--- config.mk ---
export PLATFORM = sky130hd
export DESIGN_NAME = decoder_nx2n_scan
export DESIGN_NICKNAME = d
export VERILOG_FILES = /design/src/rtl/decoder_nx2n_scan.sv
export SDC_FILE = /design/constraint.sdc
export NUM_CORES = 1
export LEC_CHECK = 0
export CORE_ASPECT_RATIO = 1.2
export CORE_MARGIN = 10
export CORE_UTILIZATION = 46
export CTS_CLUSTER_SIZE = 30
export DETAILED_ROUTE_END_ITERATION = 10
export GPL_TIMING_DRIVEN = 0
export PLACE_DENSITY_LB_ADDON = 0.25
export RECOVER_POWER = 50
export REMOVE_ABC_BUFFERS = 1
export SLEW_MARGIN = 30
export SYNTH_ARGS = -nofsm -noshare
export SYNTH_HDL_FRONTEND = slang
export SYNTH_SLANG_ARGS = --single-unit
--- constraint.sdc ---
create_clock -name clk -period 2 [get_ports clk]
set_input_delay 0.4 -clock clk [delete_from_list [all_inputs] [get_ports clk]]
set_output_delay 0.4 -clock clk [all_outputs]
set_load 0.01 [all_outputs]
--- src/rtl/decoder_nx2n_scan.sv ---
`default_nettype none
// ============================================================================
// Module   : decoder_nx2n_scan
// Purpose  : N-to-2^N one-hot decoder with an auto-scan mode. In decode mode
//            y follows onehot(a) with one cycle of latency. In scan mode the
//            asserted bit starts at a and steps upward, holding each position
//            for dwell+1 cycles and pulsing wrap on the 2^N-1 -> 0 step.
// Ports    : clk    - rising-edge clock
//            rst_n  - synchronous active-low reset
//            en     - output enable (0 forces all outputs inactive)
//            mode   - 0 = decode, 1 = scan
//            a      - decode select / scan start index
//            dwell  - extra cycles held per scan position
//            y      - registered one-hot (or all-zero) output
//            idx    - index of the asserted y bit
//            valid  - high when one bit of y is asserted
//            wrap   - one-cycle pulse on scan wrap-around
// Revision : 1.0 - initial release
// ============================================================================
module decoder_nx2n_scan #(
   parameter int N       = 2,
   parameter int DWELL_W = 4
) (
   input  logic                 clk,
   input  logic                 rst_n,
   input  logic                 en,
   input  logic                 mode,
   input  logic [N-1:0]         a,
   input  logic [DWELL_W-1:0]   dwell,
   output logic [(1<<N)-1:0]    y,
   output logic [N-1:0]         idx,
   output logic                 valid,
   output logic                 wrap
);

   localparam int           c_ny      = 1 << N;
   localparam logic [N-1:0] c_idx_max = '1;

   typedef enum logic [1:0] {
      ST_IDLE   = 2'd0,
      ST_DECODE = 2'd1,
      ST_SCAN   = 2'd2
   } state_t;

   state_t               r_state;
   state_t               w_state_nxt;
   logic [DWELL_W-1:0]   r_cnt;
   logic [DWELL_W-1:0]   w_cnt_nxt;
   logic [DWELL_W-1:0]   r_dwell;
   logic [DWELL_W-1:0]   w_dwell_nxt;
   logic [N-1:0]         r_idx;
   logic [N-1:0]         w_idx_nxt;
   logic [c_ny-1:0]      r_y;
   logic [c_ny-1:0]      w_y_nxt;
   logic                 r_valid;
   logic                 w_valid_nxt;
   logic                 r_wrap;
   logic                 w_wrap_nxt;

   // Next state depends only on en/mode; the output registers are loaded
   // with the values belonging to the state being entered, so every output
   // is a flop and y is derived from the same next index as idx.
   always_comb begin
      w_state_nxt = ST_IDLE;
      w_idx_nxt   = '0;
      w_valid_nxt = 1'b0;
      w_wrap_nxt  = 1'b0;
      w_cnt_nxt   = '0;
      w_dwell_nxt = r_dwell;

      if (en) begin
         if (!mode) begin
            w_state_nxt = ST_DECODE;
            w_idx_nxt   = a;
            w_valid_nxt = 1'b1;
         end else begin
            w_state_nxt = ST_SCAN;
            w_valid_nxt = 1'b1;
            if (r_state != ST_SCAN) begin
               // Scan entry: start at a and latch the dwell for this position.
               w_idx_nxt   = a;
               w_dwell_nxt = dwell;
            end else if (r_cnt == r_dwell) begin
               // Position finished: step, and re-sample dwell for the new one.
               w_idx_nxt   = r_idx + N'(1);
               w_dwell_nxt = dwell;
               w_wrap_nxt  = (r_idx == c_idx_max);
            end else begin
               w_idx_nxt   = r_idx;
               w_cnt_nxt   = r_cnt + DWELL_W'(1);
            end
         end
      end

      w_y_nxt = '0;
      if (w_valid_nxt) begin
         w_y_nxt[w_idx_nxt] = 1'b1;
      end
   end

   always_ff @(posedge clk) begin
      if (!rst_n) begin
         r_state <= ST_IDLE;
         r_cnt   <= '0;
         r_dwell <= '0;
         r_idx   <= '0;
         r_y     <= '0;
         r_valid <= 1'b0;
         r_wrap  <= 1'b0;
      end else begin
         r_state <= w_state_nxt;
         r_cnt   <= w_cnt_nxt;
         r_dwell <= w_dwell_nxt;
         r_idx   <= w_idx_nxt;
         r_y     <= w_y_nxt;
         r_valid <= w_valid_nxt;
         r_wrap  <= w_wrap_nxt;
      end
   end

   assign y     = r_y;
   assign idx   = r_idx;
   assign valid = r_valid;
   assign wrap  = r_wrap;

endmodule
`default_nettype wire

==> results of run 1 <==
[layer usage]
metal | track usage | part of all wire | routed length, µm
met1 | 0.0864 | 0.44 | 621
met2 | 0.143 | 0.46 | 660
met3 | 0.0356 | 0.081 | 115
met4 | 0.0441 | 0.020 | 28
met5 | 0 | 0 | 0
[cells by family (layout without fill, tap and decap cells)]
group	count (synthesis)	after routing	synth area share
AOI/OAI and AO/OA	5	5	0.0695
xor gates and xnor gates	6	6	0.0695
adders and majority gates	2	2	0.0331
buffers and inverters	4	24	0.0199
DFF	18	18	0.477
muxes	6	6	0.0861
and+or+nand+nor	33	33	0.245
[critical path: stages (launching register included)]
cell     delay (ns)
dfxtp_1        0.35
xor2_1         0.19
nor4_4         0.47
mux2_4         0.37
o211a_1        0.22
[sequential cells by signal, indices dropped and copies added (netlist names)]
name	flops
valid	1
r_state	2
wrap	1
r_dwell	4
y	4
r_cnt	4
idx	2
[final cells by class]
type                       count  area [µm²]
clock buffer                   4        36.3
inverter                       3        11.3
tap                           18        22.5
multi-input combinational     52         380
timing repair buffer          17         170
fill                         145         621
sequential                    18         360
[final timing paths]
kind / start / to / cells past startpoint
worst max-delay path: r_cnt[0]$_SDFF_PP0_ / y[2]$_SDFF_PN0_ / 4
worst min-delay path: r_dwell[1]$_SDFFE_PN0P_ / r_dwell[1]$_SDFFE_PN0P_ / 2
worst max register to register: r_cnt[0]$_SDFF_PP0_ / y[2]$_SDFF_PN0_ / 4
worst min register to register: r_dwell[1]$_SDFFE_PN0P_ / r_dwell[1]$_SDFFE_PN0P_ / 2
[through the flow]
| stage | std cells | worst slack (ns) | hold WS (ns) | total power (µW) | instance area, µm² |
|---|---|---|---|---|---|
| after floorplan | 73 | 0.414 | 0.440 | 430 | 752 |
| after global placement | 108 | 0.0812 | 0.460 | 469 | 945 |
| after detailed placement | 108 | 0.0786 | 0.462 | 471 | 945 |
| after CTS | 112 | 0.286 | 0.477 | 693 | 981 |
| after global routing | 112 | 0.170 | 0.513 | 717 | 981 |
| final | 112 | 0.301 | 0.473 | 682 | 981 |
[layout by cell type, fill, tap and decap left out, drive strengths merged]
cell type      instances
inv                    3
nand2                 10
and4                   1
o211a                  1
and3b                  1
or3                    1
o311a                  1
nor3                   1
o41a                   1
a211oi                 2
ha                     2
mux2i                  5
clkdlybuf4s50         10
nor4bb                 1
dfxtp                 18
and3                   1
xor2                   5
nand2b                 1
clkbuf                 4
nor4                   1
mux2                   1
nor2                  10
xnor2                  1
nand3                  1
dlygate4sd3            7
and2                   2
nand3b                 1
nor3b                  1
[power by group through the flow]
stage	clock network, µW	registers, µW	logic [µW]
2_1_floorplan	0	387	43.2
3_3_place_gp	0	385	83.6
3_5_place_dp	0	385	86.1
4_1_cts	230	377	86.2
5_1_grt	246	379	92.4
6_report	222	377	83.3
==> impl_metrics.prom, run 1 <==
# TYPE chip_impl_metric gauge
chip_impl_metric{name="setup_viol",unit=""} 0
chip_impl_metric{name="wl",unit="mm"} 1.43
chip_impl_metric{name="final-max-slew-violation-count",unit=""} 0
chip_impl_metric{name="placement_rows",unit=""} 16
chip_impl_metric{name="post-route-period-util",unit=""} 0.850
chip_impl_metric{name="p_int",unit="µW"} 526
chip_impl_metric{name="clk_pin_slew",unit="ns"} 0.10
chip_impl_metric{name="grt_first_pass_wirelength",unit="mm"} 2.58
chip_impl_metric{name="slew_headroom",unit=""} 0.701
chip_impl_metric{name="cts_repair_resize_count",unit=""} 0
chip_impl_metric{name="gp_routability_congestion",unit=""} 0.734
chip_impl_metric{name="firstDrtPassIters",unit=""} 4
chip_impl_info{name="ys.flop_type",value="dfxtp_1"} 1
chip_impl_metric{name="antenna-diode-count",unit=""} 0
chip_impl_metric{name="yosysWarningCount",unit=""} 0
chip_impl_metric{name="netlist_instances",unit=""} 74
chip_impl_info{name="synth_largest_area_cell",value="dfxtp_1"} 1
chip_impl_metric{name="worstPathMaxFanout",unit=""} 6
chip_impl_metric{name="report.final.hold_viol_count",unit=""} 0
chip_impl_metric{name="seq_area_frac_synth",unit=""} 0.477
chip_impl_metric{name="worst_clock_skew",unit="ns"} 0.00554
chip_impl_metric{name="syn-mean-instance-area",unit="µm²"} 10.2
chip_impl_metric{name="detail-route-antenna-nets",unit=""} 0
chip_impl_metric{name="post-route-drc-count",unit=""} 0
chip_impl_metric{name="max-clock-path-buffers",unit=""} 2
chip_impl_metric{name="ys_ff_latch",unit=""} 18
chip_impl_info{name="cts_tree",value="built"} 1
chip_impl_metric{name="htree_levels",unit=""} 1
chip_impl_metric{name="final_period_minus_worst_setup_slack",unit="ns"} 1.70
chip_impl_metric{name="power_frac_clock",unit=""} 0.326
chip_impl_metric{name="power_switching_share",unit=""} 0.229
chip_impl_info{name="status",value="finished, final reports clean"} 1
chip_impl_metric{name="ff2ff_setup_slack",unit="ns"} 0.30
chip_impl_metric{name="worst_pin_slew",unit="ns"} 0.444
chip_impl_metric{name="globalRouteOverflowTotal",unit=""} 0
chip_impl_metric{name="post_drt_wl_per_cell",unit="µm"} 12.7
chip_impl_metric{name="drive_above_1_share",unit=""} 0.0957
chip_impl_metric{name="finalSetupTns",unit="ns"} 0
chip_impl_metric{name="die_width",unit="µm"} 57
chip_impl_metric{name="synthArstFlopShare",unit=""} 0
chip_impl_info{name="synth.area.top_cells",value="dfxtp_1, mux2i_1, xor2_1"} 1
chip_impl_metric{name="first_global_vias",unit=""} 612
chip_impl_metric{name="power.share.combinational",unit=""} 0.122
chip_impl_metric{name="number_of_enable_type_register_cells_in_the_synthesized_netlist",unit=""} 0
chip_impl_metric{name="power_density",unit="nW/µm²"} 696
chip_impl_metric{name="numCtsBuffers",unit=""} 3
chip_impl_metric{name="place.detailed.hpwl",unit="mm"} 1.17
chip_impl_info{name="holdCritPathClass",value="flop to flop"} 1
chip_impl_metric{name="dieHeight",unit="µm"} 64.4
chip_impl_metric{name="grt_util_all_layers",unit=""} 0.0845
chip_impl_metric{name="areaGrowthSynthToFinish",unit="%"} 29.8
chip_impl_metric{name="ir_worst_vdd",unit="µV"} 455
chip_impl_metric{name="holdBufCountCts",unit=""} 0
chip_impl_info{name="synthMostInstantiatedCell",value="dfxtp_1"} 1
chip_impl_metric{name="finish.net_count",unit=""} 107
chip_impl_metric{name="port_buffers",unit=""} 17
chip_impl_info{name="critical_path.endpoint_type",value="flop"} 1
chip_impl_metric{name="synth_area",unit="µm²"} 756
chip_impl_metric{name="grt_antenna_before_repair",unit=""} 0
chip_impl_info{name="setup.worst_path.class",value="flop to flop"} 1
chip_impl_info{name="clk_root_buffer_cell",value="clkbuf_4"} 1
chip_impl_metric{name="cellLeakagePower",unit="µW"} 0.000447
chip_impl_metric{name="core_region_area",unit="µm²"} 1600
chip_impl_metric{name="num_io_pins",unit=""} 18
chip_impl_metric{name="die-area",unit="µm²"} 3670
chip_impl_info{name="critical_path.startpoint_type",value="flop"} 1
chip_impl_metric{name="worst_ep_arrival_time",unit="ns"} 1.89
chip_impl_metric{name="cp_required",unit="ns"} 2.19
chip_impl_metric{name="tritoncts_num_sinks",unit=""} 18
chip_impl_metric{name="grt_start_max_net_pins",unit=""} 11
chip_impl_metric{name="starting_utilization_of_the_core_area",unit=""} 0.472
chip_impl_metric{name="final_core_util",unit=""} 0.613
chip_impl_metric{name="drtIter0Drc",unit=""} 9
chip_impl_metric{name="synth.top_cell.area_share",unit=""} 0.477
chip_impl_metric{name="insertion_delay",unit="ns"} 0.29
chip_impl_metric{name="num_vias",unit=""} 586
chip_impl_info{name="rsz0062_at_grt",value="false"} 1
chip_impl_metric{name="post_cts_setup_inserts",unit=""} 0
chip_impl_metric{name="part_of_the_total_power_dissipated_in_sequential_elements",unit=""} 0.552
chip_impl_metric{name="max-cap-violations",unit=""} 0
chip_impl_metric{name="vias_per_cell",unit=""} 5.23
chip_impl_metric{name="post_synth_num_cell_types",unit=""} 27
chip_impl_info{name="synthTopCellsByCount",value="dfxtp_1, nand2_1, nor2_1"} 1
chip_impl_metric{name="switchingPower",unit="µW"} 156
chip_impl_metric{name="max_freq",unit="MHz"} 588
(Power assumes the default switching activity.)
==> inputs of run 2 (changes only) <==
==> constraint.sdc (replaced) <==
create_clock -name clk -period 1.75 [get_ports clk]
set_input_delay 0.35 -clock clk [delete_from_list [all_inputs] [get_ports clk]]
set_output_delay 0.35 -clock clk [all_outputs]
set_load 0.01 [all_outputs]
==> run 2 against run 1 <==
Net effect:
- maximum frequency increased by 1.1%
- sequential cell count stayed put
- final cell count stayed put
- combinational power up 15%
- power increased by 15%
- clock power up 14%
- largest cell class unchanged
- clock skew about the same
- via count is 1.9% lower
==> impl_metrics.prom, run 2 (same netlist as run 1, synthesis figures left out) <==
# TYPE chip_impl_metric gauge
chip_impl_metric{name="final_cells",unit=""} 112
chip_impl_metric{name="ff2ff_setup_slack",unit="ns"} 0.07
chip_impl_metric{name="finalSetupTns",unit="ns"} 0
chip_impl_info{name="critPathTopFamily",value="simple AND/OR/NAND/NOR gates"} 1
chip_impl_metric{name="finish.net_count",unit=""} 107
chip_impl_metric{name="gp_routability_congestion",unit=""} 0.734
chip_impl_metric{name="grt_util_all_layers",unit=""} 0.0845
chip_impl_metric{name="post_drt_wl_per_cell",unit="µm"} 12.7
chip_impl_info{name="min_to",value="r_dwell[1]$_SDFFE_PN0P_"} 1
chip_impl_metric{name="max_freq",unit="MHz"} 595
chip_impl_metric{name="port_buffers",unit=""} 17
chip_impl_metric{name="die-area",unit="µm²"} 3670
chip_impl_metric{name="grt_antenna_before_repair",unit=""} 0
chip_impl_metric{name="max-cap-violations",unit=""} 0
chip_impl_metric{name="power_density",unit="nW/µm²"} 788
chip_impl_metric{name="postLayoutCellArea",unit="µm²"} 991
chip_impl_metric{name="grt_first_pass_wirelength",unit="mm"} 2.58
chip_impl_info{name="critical_path.endpoint_type",value="flop"} 1
chip_impl_metric{name="insertion_delay",unit="ns"} 0.29
chip_impl_metric{name="worst_pin_slew",unit="ns"} 0.444
chip_impl_metric{name="dieHeight",unit="µm"} 64.4
chip_impl_metric{name="cts_repair_resize_count",unit=""} 0
chip_impl_info{name="critical_path.startpoint_type",value="flop"} 1
chip_impl_metric{name="drive_above_1_share",unit=""} 0.128
chip_impl_metric{name="num_vias",unit=""} 575
chip_impl_metric{name="numCtsBuffers",unit=""} 3
chip_impl_metric{name="post-route-drc-count",unit=""} 0
chip_impl_info{name="rsz0062_at_grt",value="true"} 1
chip_impl_metric{name="critical-path-max-stage-delay",unit="ns"} 0.48
chip_impl_metric{name="wl",unit="mm"} 1.42
chip_impl_info{name="most_common_cell_after_layout_fill_and_taps_aside",value="dfxtp_1"} 1
chip_impl_metric{name="post-route-period-util",unit=""} 0.961
chip_impl_metric{name="crit_buf_inv",unit=""} 0
chip_impl_info{name="setup.worst_path.class",value="flop to flop"} 1
chip_impl_metric{name="globalRouteOverflowTotal",unit=""} 0
chip_impl_metric{name="drtIter0Drc",unit=""} 8
chip_impl_metric{name="power_frac_clock",unit=""} 0.326
chip_impl_metric{name="grt_start_max_net_pins",unit=""} 11
chip_impl_metric{name="worstPathMaxFanout",unit=""} 6
chip_impl_metric{name="cp_required",unit="ns"} 1.94
chip_impl_metric{name="num_io_pins",unit=""} 18
chip_impl_metric{name="power_switching_share",unit=""} 0.229
chip_impl_metric{name="max-clock-path-buffers",unit=""} 2
chip_impl_metric{name="worst_ep_arrival_time",unit="ns"} 1.87
chip_impl_info{name="regToRegStartpoint",value="r_dwell[3]$_SDFFE_PN0P_"} 1
chip_impl_metric{name="final_period_minus_worst_setup_slack",unit="ns"} 1.68
chip_impl_metric{name="hold_depth",unit=""} 2
chip_impl_metric{name="setup_viol",unit=""} 0
chip_impl_metric{name="p_int",unit="µW"} 602
chip_impl_metric{name="firstDrtPassIters",unit=""} 4
chip_impl_info{name="cts_tree",value="built"} 1
chip_impl_metric{name="tritoncts_num_sinks",unit=""} 18
chip_impl_metric{name="layout_setup_ws",unit="ns"} 0.0691
chip_impl_metric{name="ir_worst_vdd",unit="µV"} 522
chip_impl_metric{name="vias_per_cell",unit=""} 5.13
chip_impl_info{name="clk_root_buffer_cell",value="clkbuf_4"} 1
chip_impl_metric{name="cellLeakagePower",unit="µW"} 0.000445
chip_impl_metric{name="antenna-diode-count",unit=""} 0
chip_impl_metric{name="first_global_vias",unit=""} 612
chip_impl_info{name="holdCritPathClass",value="flop to flop"} 1
chip_impl_metric{name="core_region_area",unit="µm²"} 1600
chip_impl_metric{name="final-max-slew-violation-count",unit=""} 0
chip_impl_metric{name="placed_area",unit="µm²"} 945
chip_impl_metric{name="starting_utilization_of_the_core_area",unit=""} 0.472
chip_impl_metric{name="htree_levels",unit=""} 1
chip_impl_metric{name="power.share.combinational",unit=""} 0.123
chip_impl_metric{name="switchingPower",unit="µW"} 179
chip_impl_metric{name="post_cts_setup_inserts",unit=""} 0
chip_impl_metric{name="place.detailed.hpwl",unit="mm"} 1.17
chip_impl_metric{name="placement_rows",unit=""} 16
chip_impl_metric{name="areaGrowthSynthToFinish",unit="%"} 31.1
chip_impl_info{name="crit_path_cell_trace",value="xor2_2, nor4_4, mux2_4, o211a_1"} 1
chip_impl_metric{name="worst_clock_skew",unit="ns"} 0.00555
chip_impl_metric{name="slew_headroom",unit=""} 0.702
chip_impl_metric{name="part_of_the_total_power_dissipated_in_sequential_elements",unit=""} 0.552
chip_impl_metric{name="clk_pin_slew",unit="ns"} 0.10
chip_impl_info{name="layout.cells.most_common_list",value="dfxtp_1, clkdlybuf4s50_1, nand2_1, nor2_1, dlygate4sd3_1"} 1
chip_impl_metric{name="detail-route-antenna-nets",unit=""} 0
chip_impl_info{name="timing.critical_path.slowest_stage_cell",value="nor4_4"} 1
chip_impl_metric{name="preCtsSetupSlack",unit="ns"} -0.121
chip_impl_info{name="critical_path.reg2reg.endpoint",value="y[2]$_SDFF_PN0_"} 1
chip_impl_info{name="startpoint_of_the_lowest_slack_hold_path",value="r_dwell[1]$_SDFFE_PN0P_"} 1
chip_impl_metric{name="die_width",unit="µm"} 57
chip_impl_metric{name="report.final.hold_viol_count",unit=""} 0
chip_impl_metric{name="holdBufCountCts",unit=""} 0
chip_impl_info{name="status",value="finished, final reports clean"} 1
chip_impl_metric{name="place.detailed.instances",unit=""} 108
chip_impl_metric{name="worst_r2r_path_depth",unit=""} 4
[run 2: changes by cell type in the layout (fill, tap and decap cells not counted), sizes merged]
cell	change
clkdlybuf4s50	+1
dlygate4sd3	-1
[run 2: worst register-to-register path: cells and delay by family (launching register included)]
family / cells / cell delay, ns
flip-flops: 1 / 0.35
multiplexers: 1 / 0.37
AND/OR/NAND/NOR: 1 / 0.48
AO/OA/AOI/OAI: 1 / 0.20
XOR/XNOR: 1 / 0.19
[run 2: area by class of cell]
cell class	count	area (µm²)
Fill cell	145	611
Multi-Input combinational cell	52	388
Sequential cell	18	363
Timing Repair Buffer	17	170
Clock buffer	4	36.3
Tap cell	18	22.5
Inverter	3	11.3
[run 2: power by group through the flow]
stage	logic (µW)	clock network, µW	registers (µW)
6_report	95.7	254	431
5_1_grt	106	282	433
4_1_cts	98.5	262	431
3_5_place_dp	98.4	0	440
3_3_place_gp	95.5	0	440
2_1_floorplan	49.4	0	442
[run 2: stage by stage]
step | hold slack, ns | utilization | total power [µW]
finish | 0.473 | 0.619 | 781
global route | 0.516 | 0.619 | 821
CTS | 0.477 | 0.613 | 792
detailed placement | 0.462 | 0.590 | 539
global placement | 0.460 | 0.590 | 536
floorplan | 0.422 | - | 491
[run 2: how the worst max path moves through the flow]
stage                                        from               to  cells after the start
after CTS                 r_dwell[3]$_SDFFE_PN0P_  y[2]$_SDFF_PN0_                      4
final                     r_dwell[3]$_SDFFE_PN0P_  y[2]$_SDFF_PN0_                      4
after detailed placement                     mode  y[3]$_SDFF_PN0_                      5
after global routing      r_dwell[3]$_SDFFE_PN0P_  y[2]$_SDFF_PN0_                      4
after floorplan           r_dwell[3]$_SDFFE_PN0P_  y[2]$_SDFF_PN0_                      4
after global placement                       mode  y[2]$_SDFF_PN0_                      5
[run 2: per-layer routing]
metal | vias to the layer above | share of wire | global-route usage
li1 | 291 | - | -
met1 | 260 | 0.43 | 0.0864
met2 | 19 | 0.47 | 0.143
met3 | 5 | 0.073 | 0.0356
met4 | 0 | 0.020 | 0.0441
met5 | - | 0 | 0
